`config.mk`:
```
export PLATFORM = sky130hd
export DESIGN_NAME = burst_rr_arbiter
export DESIGN_NICKNAME = d
export VERILOG_FILES = /design/src/rtl/burst_rr_arbiter.sv
export SDC_FILE = /design/constraint.sdc
export NUM_CORES = 1
export LEC_CHECK = 0
export CAP_MARGIN = 20
export CORE_AREA = 2 2 39 41
export CTS_CLUSTER_SIZE = 14
export DETAILED_ROUTE_END_ITERATION = 16
export DIE_AREA = 0 0 41 43
export PLACE_DENSITY = 0.67
export SLEW_MARGIN = 20
export SYNTH_ARGS = -nofsm -noshare
export SYNTH_HDL_FRONTEND = slang
export SYNTH_SLANG_ARGS = --single-unit
```
`constraint.sdc`:
```
create_clock -name sys_clk -period 1.49 [get_ports sys_clk]
set_input_delay 0.447 -clock sys_clk [delete_from_list [all_inputs] [get_ports sys_clk]]
set_output_delay 0.447 -clock sys_clk [all_outputs]
set_load 0.02 [all_outputs]
```
`src/rtl/burst_rr_arbiter.sv`:
```
// Round-robin arbiter sharing one valid/ready sink among NUM_REQ fixed-length burst masters; grant locked per burst.
// One bubble cycle per burst for arbitration, then zero-latency pass-through; sink backpressure goes straight to the granted master.
module burst_rr_arbiter #(
  parameter int NUM_REQ   = 2,
  parameter int DATA_W    = 3,
  parameter int BURST_LEN = 3,
  localparam int GID_W    = (NUM_REQ > 1) ? $clog2(NUM_REQ) : 1
) (
  input  logic                        sys_clk,
  input  logic                        rst,
  input  logic [NUM_REQ-1:0]          valid_in,
  input  logic [NUM_REQ*DATA_W-1:0]   data_in,
  output logic [NUM_REQ-1:0]          ready_in,
  output logic                        valid_up,
  output logic [DATA_W-1:0]           data_up,
  input  logic                        ready_up,
  output logic [GID_W-1:0]            grant_id,
  output logic                        busy
);

  localparam int CNT_W = $clog2(BURST_LEN) + 1;
  localparam logic [CNT_W-1:0] LAST_BEAT = CNT_W'(BURST_LEN - 1);

  typedef enum logic {IDLE, BURST} state_t;

  state_t            state, state_nxt;
  logic [GID_W-1:0]  grant_nxt;
  logic [GID_W-1:0]  rr_ptr, rr_ptr_nxt;
  logic [CNT_W-1:0]  beat_cnt, beat_cnt_nxt;
  logic [GID_W-1:0]  pick_idx, cand;
  logic              pick_vld;
  logic              active;
  logic              hs;
  logic [DATA_W-1:0] sel_dat;

  always_ff @(posedge sys_clk) begin
    if (rst) begin
      state    <= IDLE;
      grant_id <= '0;
      rr_ptr   <= GID_W'(NUM_REQ - 1);
      beat_cnt <= '0;
    end else begin
      state    <= state_nxt;
      grant_id <= grant_nxt;
      rr_ptr   <= rr_ptr_nxt;
      beat_cnt <= beat_cnt_nxt;
    end
  end

  // First requester after the last finished master wins.
  always_comb begin
    pick_vld = 1'b0;
    pick_idx = '0;
    cand     = '0;
    for (int k = 1; k <= NUM_REQ; k++) begin
      cand = GID_W'((int'(rr_ptr) + k) % NUM_REQ);
      if (!pick_vld && valid_in[cand]) begin
        pick_vld = 1'b1;
        pick_idx = cand;
      end
    end
  end

  always_comb begin
    state_nxt    = state;
    grant_nxt    = grant_id;
    rr_ptr_nxt   = rr_ptr;
    beat_cnt_nxt = beat_cnt;

    // Reset gates the outputs so a burst in flight is cut off in the reset cycle itself.
    active  = (state == BURST) && !rst;
    sel_dat = '0;
    ready_in = '0;
    for (int i = 0; i < NUM_REQ; i++) begin
      if (grant_id == GID_W'(i)) begin
        sel_dat     = data_in[i*DATA_W +: DATA_W];
        ready_in[i] = active && ready_up;
      end
    end
    valid_up = active && valid_in[grant_id];
    data_up  = valid_up ? sel_dat : '0;
    hs       = valid_up && ready_up;
    busy     = active;

    case (state)
      IDLE: begin
        if (pick_vld) begin
          state_nxt    = BURST;
          grant_nxt    = pick_idx;
          beat_cnt_nxt = '0;
        end
      end
      BURST: begin
        if (hs) begin
          if (beat_cnt == LAST_BEAT) begin
            state_nxt    = IDLE;
            beat_cnt_nxt = '0;
            rr_ptr_nxt   = grant_id;
          end else begin
            beat_cnt_nxt = beat_cnt + 1'b1;
          end
        end
      end
      default: state_nxt = IDLE;
    endcase
  end

endmodule
```
# Word level (Yosys, flattened, before mapping)
# Cells that the tools add are included.
# classes
n_addsub,3
order_cmp,3
n_eq_ne,3
mux,22
n_bitwise,1
n_reduce_logical,10
# op_table
operator,n
1-bit two-way mux,15
3-bit two-way mux,5
"1-bit by 2-bit < comparator with 1-bit output, second input constant",3
3-bit case mux with 2 select lines,1
1-bit logical AND,5
2-bit AND reduction,2
"3-bit by 1-bit adder with 3-bit output, second input constant",1
"3-bit by 2-bit equality test with 1-bit output, second input constant",1
3-bit AND reduction,1
"1-bit adder, second input constant",2
1-bit logical NOT,2
"2-bit by 1-bit != test with 1-bit output, second input constant",1
"2-bit != test, second input constant",1
1-bit case mux with 2 select lines,1
1-bit inverter,1
# totals
register_bits,6
in_bits,11
out_inout_bits,8

# Depth between registers and ports, before layout
# Gate-level depths: netlist of the first run.
# logic_depth
ltp_word,9
mapped_depth,5
depth_no_buf,4

# Least setup slack after synthesis of the first run
# OpenSTA, ideal clock, no wires.
# synth_timing
path_type,input-to-output
start,in rst
end,out data_up[0]
arrival_time_ps,1300
path_slack_ps,-257
stages,4
path_cell_list,buf_4 -> and2b_2 -> nand2b_1 -> nor2_1
# synth_between
elab_chain_cells,4
# synth_lines
element,line,source
start: declaration,10,"input logic rst,"
1-bit logical NOT,71,active = (state == BURST) && !rst;
1-bit logical AND,71,
named net busy,18,output logic busy
1-bit logical AND,80,valid_up = active && valid_in[grant_id];
3-bit two-way mux,81,data_up = valid_up ? sel_dat : '0;
end: declaration,15,"output logic [DATA_W-1:0] data_up,"
# The timed path passes the listed nets, and every way through them passes these cells.

# Final worst setup path of the first run
# layout_timing
start,in data_in[4]
end,out data_up[1]
# layout_between
elab_chain_cells,2
# layout_lines
element,line,source
start: declaration,12,"input logic [NUM_REQ*DATA_W-1:0] data_in,"
3-bit two-way mux,75,if (grant_id == GID_W'(i)) begin
3-bit two-way mux,81,
# Every way passes these cells.

==> results by group, run 1 <==
Run status
  – Outcome: complete, but fails checks
  – Failing checks: negative setup slack

Floorplanning
  – IO Pins: 19
  – Die area: 1760 um2
  – Die Ht: 43 um
  – Die X: 41 um
  – Core ar.: 1380 um2
  – Row cnt: 14
  – Initial Util: 31.1%

STA
  – Final setup viols: 6
  – Final period utilization: 115%
  – Setup TNS: -939 ps
  – Final Hold Fails: 0
  – Final period demand of the worst path: 1720 ps
  – Fin. max-slew vios: 0
  – Worst-Margin Slew: 255 ps
  – Max Fclk: 0.581 GHz
  – Post-route setup slack: -230 ps
  – Slew margin rel.: 82.5%
  – Worst clock skew: 6.45 ps
  – RSZ-0062 raised after global routing: yes

Cells and area
  – Layout area overhead: 77.0%
  – Post-route cell area: 762 um2
  – ANT cells: 0
  – Final #Nets: 96
  – Share of layout cells above drive strength 1: 47.0%
  – Final core occ: 55.1%

Synth
  – Seq/Total Area, Yosys: 27.9%
  – Yosys warnings: 0
  – Netlist cell types: 24
  – Syn Std Cell Area: 430 um2
  – Syn_nets: 63
  – FF+latch count, synth: 6
  – Mean Syn Cell Area: 8.28 um2
  – Gate Count Post-Synth: 52

Clock tree
  – Clock-pin slew on the worst setup and hold paths: 50 ps
  – Clock buffer depth: 2
  – CTS tree: done
  – Clk sink count: 6
  – CTS Buf Count: 3
  – Root buf cell: clkbuf_4
  – Worst skew pair latency: 240 ps
  – Hold_buf cts: 0
  – Clock H-tree levels: 1

Setup path
  – Critical-path maximum fanout: 1
  – Critical path class: in -> out
  – WP data arrival: 1270 ps
  – CP Launch Type: primary input
  – WP data required: 1040 ps
  – CP endpoint kind: primary output

Detailed routing
  – Vias per inst: 4.67
  – 1st-pass router iterations: 4
  – Wire per inst: 10.7 um
  – Final ANT Viol Nets: 0
  – Drt total wl: 1.06 mm
  – Initial detailed-routing violation count: 7
  – Residual DRC: 0
  – Via Count: 462

Pwr
  – Power Total: 0.456 mW
  – Leak Pwr: 0.333 nW
  – Worst VDD drop: 0.566 mV
  – Power per cell area: 598 nW/um2

Placement
  – Port bufs: 18
  – Placer Congestion: 0.784
  – Detailed placement HPWL: 830 um
  – Placed Area: 711 um2

Global routing
  – GRT overflow: 0
  – Overall Global Routing Usage: 14.5%
  – Vias in the first global route: 419
  – Largest net degree at the start of global routing: 10
  – Initial antenna violation count: 0
  – First-pass GRT wire length: 1.73 mm

Run
  – Max Cap Viol: 0

Min path
  – HP Class: reg -> reg
[kinds of logic (layout without fill, tap and decap cells)]
group / Yosys count / in the layout / share of synthesized area [%]
compound gates: 10 / 10 / 14.5
flops: 6 / 6 / 27.9
simple gates: 25 / 25 / 38.1
buf+inv: 6 / 37 / 7.85
mux: 5 / 5 / 11.6
[layout make-up]
cell class | count | area (um2)
Inverter | 4 | 15.0
Sequential cell | 6 | 123
Tap cell | 16 | 20.0
Clock buffer | 3 | 22.5
Multi-Input combinational cell | 40 | 317
Fill cell | 141 | 622
Timing Repair Buffer | 30 | 265
[sequential cells by signal (all words and copies together), names as in the netlist]
signal	flops
beat_cnt	3
grant_id	1
rr_ptr	1
state	1
[critical path, cell delays in order]
cell             delay, ps
clkdlybuf4s50_1        390
mux2i_1                240
nor2_4                  60
buf_6                  130
[power breakdown]
part	total [mW]	leakage (nW)	internal, mW	switching [mW]
Sequential	0.169	0.0494	0.166	0.00298
Combinational	0.140	0.270	0.0785	0.0617
Clock	0.147	0.0138	0.0909	0.0561
Total	0.456	0.333	0.335	0.121
[cell usage after synthesis (all sizes together)]
| cell type | n | area share [%] |
|---|---|---|
| buf | 2 | 4.4 |
| or2 | 1 | 2.0 |
| nor2b | 1 | 1.5 |
| inv | 4 | 3.5 |
| nor3b | 2 | 6.1 |
| nor3 | 2 | 2.3 |
| nand3b | 2 | 6.4 |
| nor2 | 7 | 6.1 |
| nand3 | 2 | 2.3 |
| mux2i | 5 | 12 |
| o21bai | 1 | 1.7 |
| nand2b | 4 | 5.8 |
| dfxtp | 6 | 28 |
| and2b | 2 | 3.8 |
| a21oi | 3 | 3.5 |
| o21ai | 3 | 3.5 |
| o311ai | 1 | 2.0 |
| o31ai | 1 | 1.7 |
| nand2 | 2 | 1.7 |
| o2111ai | 1 | 2.0 |
[timing repair]
item,in CTS,in global routing
pin swaps,3,2
gates resized for setup,57,4
buffers inserted,3,0
endpoints found under the setup margin,13,9
[cell usage in the layout, fill, tap and decap left out, types with 2 or more instances in the layout]
| cell | n |
|---|---|
| buf_4 | 11 |
| buf_6 | 8 |
| clkdlybuf4s50_1 | 5 |
| dfxtp_1 | 4 |
| nor2_4 | 3 |
| mux2i_1 | 3 |
| inv_1 | 3 |
| nor2_1 | 3 |
| nand2b_1 | 3 |
| a21oi_1 | 3 |
| o21ai_0 | 3 |
| clkbuf_4 | 3 |
| buf_2 | 3 |
| mux2i_2 | 2 |
| nor3_1 | 2 |
| nand2_1 | 2 |
| nand3_1 | 2 |
| dfxtp_2 | 2 |
| dlygate4sd2_1 | 2 |
[routing by layer]
layer	up-vias	GRT usage, %	routed length, um
met2	10	21.6	509
met5	-	0	0
met3	4	3.14	43
li1	243	-	-
met1	205	18.6	478
met4	0	8.00	24
[final timing paths]
check	endpoint	start	cells past startpoint	slack, ps
max	data_up[1]	data_in[4]	4	-230
min reg2reg	beat_cnt[2]$_SDFFE_PP0P_	beat_cnt[2]$_SDFFE_PP0P_	1	460
min	beat_cnt[2]$_SDFFE_PP0P_	beat_cnt[2]$_SDFFE_PP0P_	1	460
max reg2reg	rr_ptr$_SDFFE_PP1P_	state$_SDFF_PP0_	6	130
[per-stage QoR]
step	hold WS, ps	cells	worst slack [ps]
after floorplan	434	52	-65.4
after global placement	448	93	-863
after detailed placement	461	93	-891
after CTS	467	99	-243
after global routing	514	99	-286
final	464	99	-230
Note: power is estimated with default switching activity, not from simulation.
==> run 2, diff against run 1 <==
- ABC_AREA: default -> 1
- PLACE_DENSITY: 0.67 -> 0.66
==> run 2 against run 1 <==
Effect of this change:
- the flow still finishes with violations (negative setup slack)
- worst hold slack improved by 3.1 ps
- cell count rose by 18%
- largest cell class unchanged
- clock power fell by 4%
- sequential share of layout area fell by 1.1 points
- highest routed layer unchanged
- critical path type unchanged
- routed wire length rose by 14%
==> results by group, run 2 <==
Pwr
  – Power per cell area: 585 nW/um2
  – Leak Pwr: 0.371 nW
  – Power Total: 0.490 mW
  – Worst VDD drop: 0.429 mV

Global routing
  – Met2 Usage GRT: 26.3%
  – GRT overflow: 0
  – GRT busiest layer: met2
  – Overall Global Routing Usage: 16.4%
  – Largest net degree at the start of global routing: 7
  – Initial antenna violation count: 0
  – First-pass GRT wire length: 1.94 mm
  – M1 GR Usage: 17.5%
  – GR Layer Usage met3: 3.66%
  – Vias in the first global route: 504

Detailed routing
  – Wire per inst: 10.3 um
  – Residual DRC: 0
  – Initial detailed-routing violation count: 16
  – Final ANT Viol Nets: 0
  – Vias per inst: 4.49
  – 1st-pass router iterations: 4
  – Via Count: 525
  – Drt total wl: 1.20 mm

Synth
  – Syn Std Cell Area: 417 um2
  – Syn_nets: 78
  – Number of synthesized flops with an enable pin: 0
  – Share of the synthesized area in the top cell type: 28.8%
  – Async SR Flop Fraction: 0%
  – Top cells by area, synth: dfxtp_1 29%, nand2_1 22%, a21oi_1 7.2%
  – Seq/Total Area, Yosys: 28.8%
  – Most frequent cells after synthesis: 24 x nand2_1, 6 x a21oi_1, 6 x dfxtp_1, 6 x nand3_1
  – Synth area leader: dfxtp_1
  – Yosys warnings: 0
  – Mean Syn Cell Area: 6.22 um2
  – Most common cell in the netlist: nand2_1
  – Dominant synthesized flop cell: dfxtp_1
  – FF+latch count, synth: 6
  – Gate Count Post-Synth: 67
  – Netlist cell types: 16

Floorplanning
  – Die area: 1760 um2
  – Die Ht: 43 um
  – Initial Util: 30.1%
  – Row cnt: 14
  – Core ar.: 1380 um2
  – Die X: 41 um
  – IO Pins: 19

Cells and area
  – Top reg by flops: beat_cnt
  – ANT cells: 0
  – Final #Nets: 114
  – Most frequent cells in the layout: 14 x nand2_1, 14 x buf_4, 8 x nand2_2, 8 x buf_6, 7 x dlygate4sd2_1
  – Share of layout cells above drive strength 1: 53.5%
  – Layout area overhead: 101%
  – Max reg flops: 3

Min path
  – HP Class: in -> reg
  – Hold_sp: rst
  – Hold Path Depth: 3
  – Hold Path End: grant_id$_SDFFE_PP0P_

Clock tree
  – CTS tree: done
  – Clk sink count: 6
  – Root buf cell: clkbuf_4
  – Clock-pin slew on the worst setup and hold paths: 40 ps
  – Worst skew pair latency: 240 ps
  – Clock buffer depth: 2
  – CTS Buf Count: 3
  – Clock H-tree levels: 1

Setup path
  – CP Launch Type: primary input
  – WP data arrival: 1120 ps
  – Critical-path maximum fanout: 4
  – Critical path class: in -> out
  – Worst reg2reg setup slack: 280 ps
  – CP startpoint: valid_in[1]
  – Reg2reg path depth: 8
  – Crit Reg-Reg Startpoint: state$_SDFF_PP0_
  – CP endpoint kind: primary output
  – FF-to-FF End: beat_cnt[0]$_SDFFE_PP0P_
  – WP data required: 1040 ps

STA
  – RSZ-0062 raised after global routing: yes
  – Max Fclk: 0.638 GHz
  – Worst-Margin Slew: 211 ps
  – Final setup viols: 4
  – Final Hold Fails: 0
  – Hold Slack: 467 ps
  – Fin. max-slew vios: 0
  – Post-route setup slack: -76.3 ps
  – Slew margin rel.: 85.9%
  – Final period demand of the worst path: 1570 ps
  – Final period utilization: 105%
  – Worst clock skew: 2.25 ps
  – Setup TNS: -208 ps

Run status
  – Outcome: complete, but fails checks
  – Failing checks: negative setup slack

Placement
  – Detailed placement HPWL: 924 um
  – Placer Congestion: 0.760
  – Port bufs: 18

Run
  – Max Cap Viol: 0
-- run 2: changes by cell type after synthesis, sizes merged, moves of 3 or more --
cell    delta
mux2i      -5
inv        +4
nand2b     -4
nand3      +6
nand2     +25
a21oi      +3
-- run 2: metrics by stage --
stage / area (um2) / worst slack [ps] / util [%] / std cells
after CTS: 772 / -85.7 / 55.8 / 116
after global placement: 733 / -910 / 53.0 / 112
after floorplan: 454 / -20.3 / - / 67
after detailed placement: 733 / -952 / 53.0 / 112
after global routing: 837 / -125 / 60.5 / 117
final: 837 / -76.3 / 60.5 / 117
-- run 2: final cells by class --
| class | instances | area (um2) |
|---|---|---|
| Fill cell | 135 | 547 |
| Multi-Input combinational cell | 52 | 348 |
| Timing Repair Buffer | 32 | 284 |
| Sequential cell | 6 | 125 |
| Inverter | 8 | 37.5 |
| Clock buffer | 3 | 22.5 |
| Tap cell | 16 | 20.0 |
-- run 2: timing repair --
action	in CTS	in global routing
setup buffers	1	1
pin swaps	9	6
endpoints found under the setup margin	8	8
hold buffers	0	0
resized for setup	68	16
-- run 2: worst max-delay path, stage by stage --
cell and delay [ps]:
clkdlybuf4s15_2 190, nand2_2 60, nand2_4 100, nand2_8 70, a21oi_4 120, buf_6 130
-- run 2: worst max path at each step --
stage | to | cells after the start
floorplan | ready_in[0] | 5
global placement | data_up[0] | 7
detailed placement | data_up[0] | 7
CTS | data_up[0] | 6
global route | data_up[0] | 6
finish | data_up[0] | 6
-- run 2: logic make-up after synthesis --
logic type | share of synthesized area [%]
DFF | 28.8
buffers and inverters | 10.5
AOI/OAI and AO/OA | 9.61
and+or+nand+nor | 51.1
-- run 2: routing by layer --
layer	up-vias	routed length, um
met2	16	630
met5	-	0
met4	0	10
met3	2	85
met1	226	475
li1	281	-
-- run 2: where the power goes --
group	leakage [nW]	switching, mW	internal (mW)
logic	0.308	0.0886	0.0837
registers	0.0499	0.00830	0.168
clock network	0.0138	0.0508	0.0906
total	0.371	0.148	0.342
==> run 3, diff against run 2 <==
- SETUP_SLACK_MARGIN: default -> 0.02
==> run 3 against run 2 <==
Effect of this change:
- the run still ends with negative setup slack left
- total power down 1.1%
- clock power about the same
- design area decreased by 2.7%
- routed wire length decreased by 9.7%
- critical path depth did not move
- sequential power is essentially flat
- core utilization decreased by 1.6 points
- largest cell class unchanged
==> results by group, run 3 (synthesized netlist as in run 2, its figures left out) <==
Run status
  – Outcome: complete, but fails checks
  – Failing checks: negative setup slack

Global routing
  – GRT overflow: 0
  – First-pass GRT wire length: 1.78 mm
  – Largest net degree at the start of global routing: 7
  – Overall Global Routing Usage: 14.9%
  – Initial antenna violation count: 0
  – Vias in the first global route: 473

Detailed routing
  – Vias per inst: 4.27
  – Final ANT Viol Nets: 0
  – Initial detailed-routing violation count: 2
  – 1st-pass router iterations: 4
  – Via Count: 500
  – Drt total wl: 1.09 mm
  – Wire per inst: 9.27 um
  – Residual DRC: 0

Min path
  – Hold_sp: rst
  – Hold Path End: grant_id$_SDFFE_PP0P_
  – HP Class: in -> reg
  – Hold Path Depth: 3

Cells and area
  – Final Instance Count excl. Fillers: 117
  – Most frequent cells in the layout: 14 x nand2_1, 14 x buf_4, 10 x nand2_2, 7 x dlygate4sd2_1, 7 x buf_6
  – Top reg by flops: beat_cnt
  – Max reg flops: 3
  – ANT cells: 0
  – Filler cells: 127
  – Final core occ: 58.9%
  – Share of layout cells above drive strength 1: 53.5%
  – Final #Nets: 114
  – Layout area overhead: 95.5%

Placement
  – Placer Congestion: 0.797
  – Detailed placement HPWL: 869 um
  – Placed insts: 111
  – Port bufs: 18

Setup path
  – CP endpoint kind: primary output
  – FF-to-FF End: beat_cnt[0]$_SDFFE_PP0P_
  – WP data required: 1040 ps
  – Reg2reg path depth: 10
  – Crit path buffers/inverters: 2
  – CP startpoint: valid_in[1]
  – Critical path class: in -> out
  – CP cell instances: clkdlybuf4s15_2 -> nand2_2 -> nand2_4 -> nand2_8 -> a21oi_4 -> buf_6
  – Worst path depth: 6
  – Worst reg2reg setup slack: 140 ps
  – WP data arrival: 1100 ps
  – Kind of cell adding the most delay to the critical path: buffers and inverters
  – Worst path max stage delay: 190 ps
  – Slowest CP cell: clkdlybuf4s15_2
  – Crit Reg-Reg Startpoint: grant_id$_SDFFE_PP0P_
  – CP Launch Type: primary input
  – Critical-path maximum fanout: 4

Pwr
  – Leak Pwr: 0.368 nW
  – Power Total: 0.484 mW
  – Worst VDD drop: 0.406 mV
  – Power per cell area: 594 nW/um2

STA
  – Fin. max-slew vios: 0
  – Max Fclk: 0.647 GHz
  – Final Hold Fails: 0
  – Worst-Margin Slew: 201 ps
  – Worst clock skew: 2.30 ps
  – RSZ-0062 raised after global routing: yes
  – Final period utilization: 104%
  – Final setup viols: 4
  – Hold Slack: 469 ps
  – Post-route setup slack: -55.3 ps
  – Slew margin rel.: 86.6%
  – Setup TNS: -166 ps
  – Final period demand of the worst path: 1550 ps

Clock tree
  – Clock-pin slew on the worst setup and hold paths: 40 ps
  – Clock buffer depth: 2
  – Worst skew pair latency: 240 ps
  – CTS Buf Count: 3
  – Root buf cell: clkbuf_4
  – Hold_buf cts: 0
  – Clock H-tree levels: 1
  – CTS tree: done
  – Clk sink count: 6

Floorplanning
  – Die area: 1760 um2
  – IO Pins: 19
  – Initial Util: 30.1%
  – Die Ht: 43 um
  – Core ar.: 1380 um2
  – Row cnt: 14
  – Die X: 41 um

Run
  – Max Cap Viol: 0
[run 3: cell type report]
cell class | instances | area (um2) | share of cell area, %
sequential | 6 | 125 | 15.4
multi-input combinational | 52 | 338 | 41.5
timing repair buffer | 32 | 272 | 33.3
tap | 16 | 20.0 | 2.46
inverter | 8 | 37.5 | 4.61
clock buffer | 3 | 22.5 | 2.76
[run 3: repair_timing]
item | in CTS | in global routing
setup buffers | 2 | 1
resized for setup | 69 | 11
pin swaps | 13 | 5
endpoints found under the setup margin | 8 | 8
[run 3: layer usage]
metal | track usage, % | share of wire (%) | vias to the layer above
li1 | - | - | 279
met1 | 14.6 | 41 | 201
met4 | 10.0 | 0.92 | 0
met5 | 0 | 0 | -
met2 | 25.0 | 48 | 18
met3 | 4.19 | 10 | 2
[run 3: per-stage QoR]
| step | setup WS (ps) | cell area [um2] |
|---|---|---|
| finish | -55.3 | 815 |
| global route | -113 | 815 |
| CTS | -67.5 | 788 |
| detailed placement | -931 | 728 |
| global placement | -917 | 728 |
| floorplan | 7.13 | 457 |
[run 3: worst max-delay path by stage]
stage	endpoint	slack [ps]
3_3_place_gp	data_up[0]	-920
6_report	data_up[1]	-60
2_1_floorplan	ready_in[0]	7
5_1_grt	data_up[0]	-110
3_5_place_dp	data_up[1]	-930
4_1_cts	data_up[2]	-70
[run 3: worst register-to-register path, stage by stage, from the launching register on]
cell and delay [ps]:
dfxtp_4 370, inv_4 40, nand2_2 60, nand2_4 70, buf_4 130, buf_4 120, buf_4 130, nand3_4 80
nand2_2 80, nor2_1 120, nor2_2 50
[run 3: power by group]
| part | total (mW) | switching (mW) | internal, mW |
|---|---|---|---|
| clock network | 0.141 | 0.0502 | 0.0905 |
| logic | 0.167 | 0.0852 | 0.0822 |
| registers | 0.176 | 0.00814 | 0.168 |
| total | 0.484 | 0.144 | 0.341 |
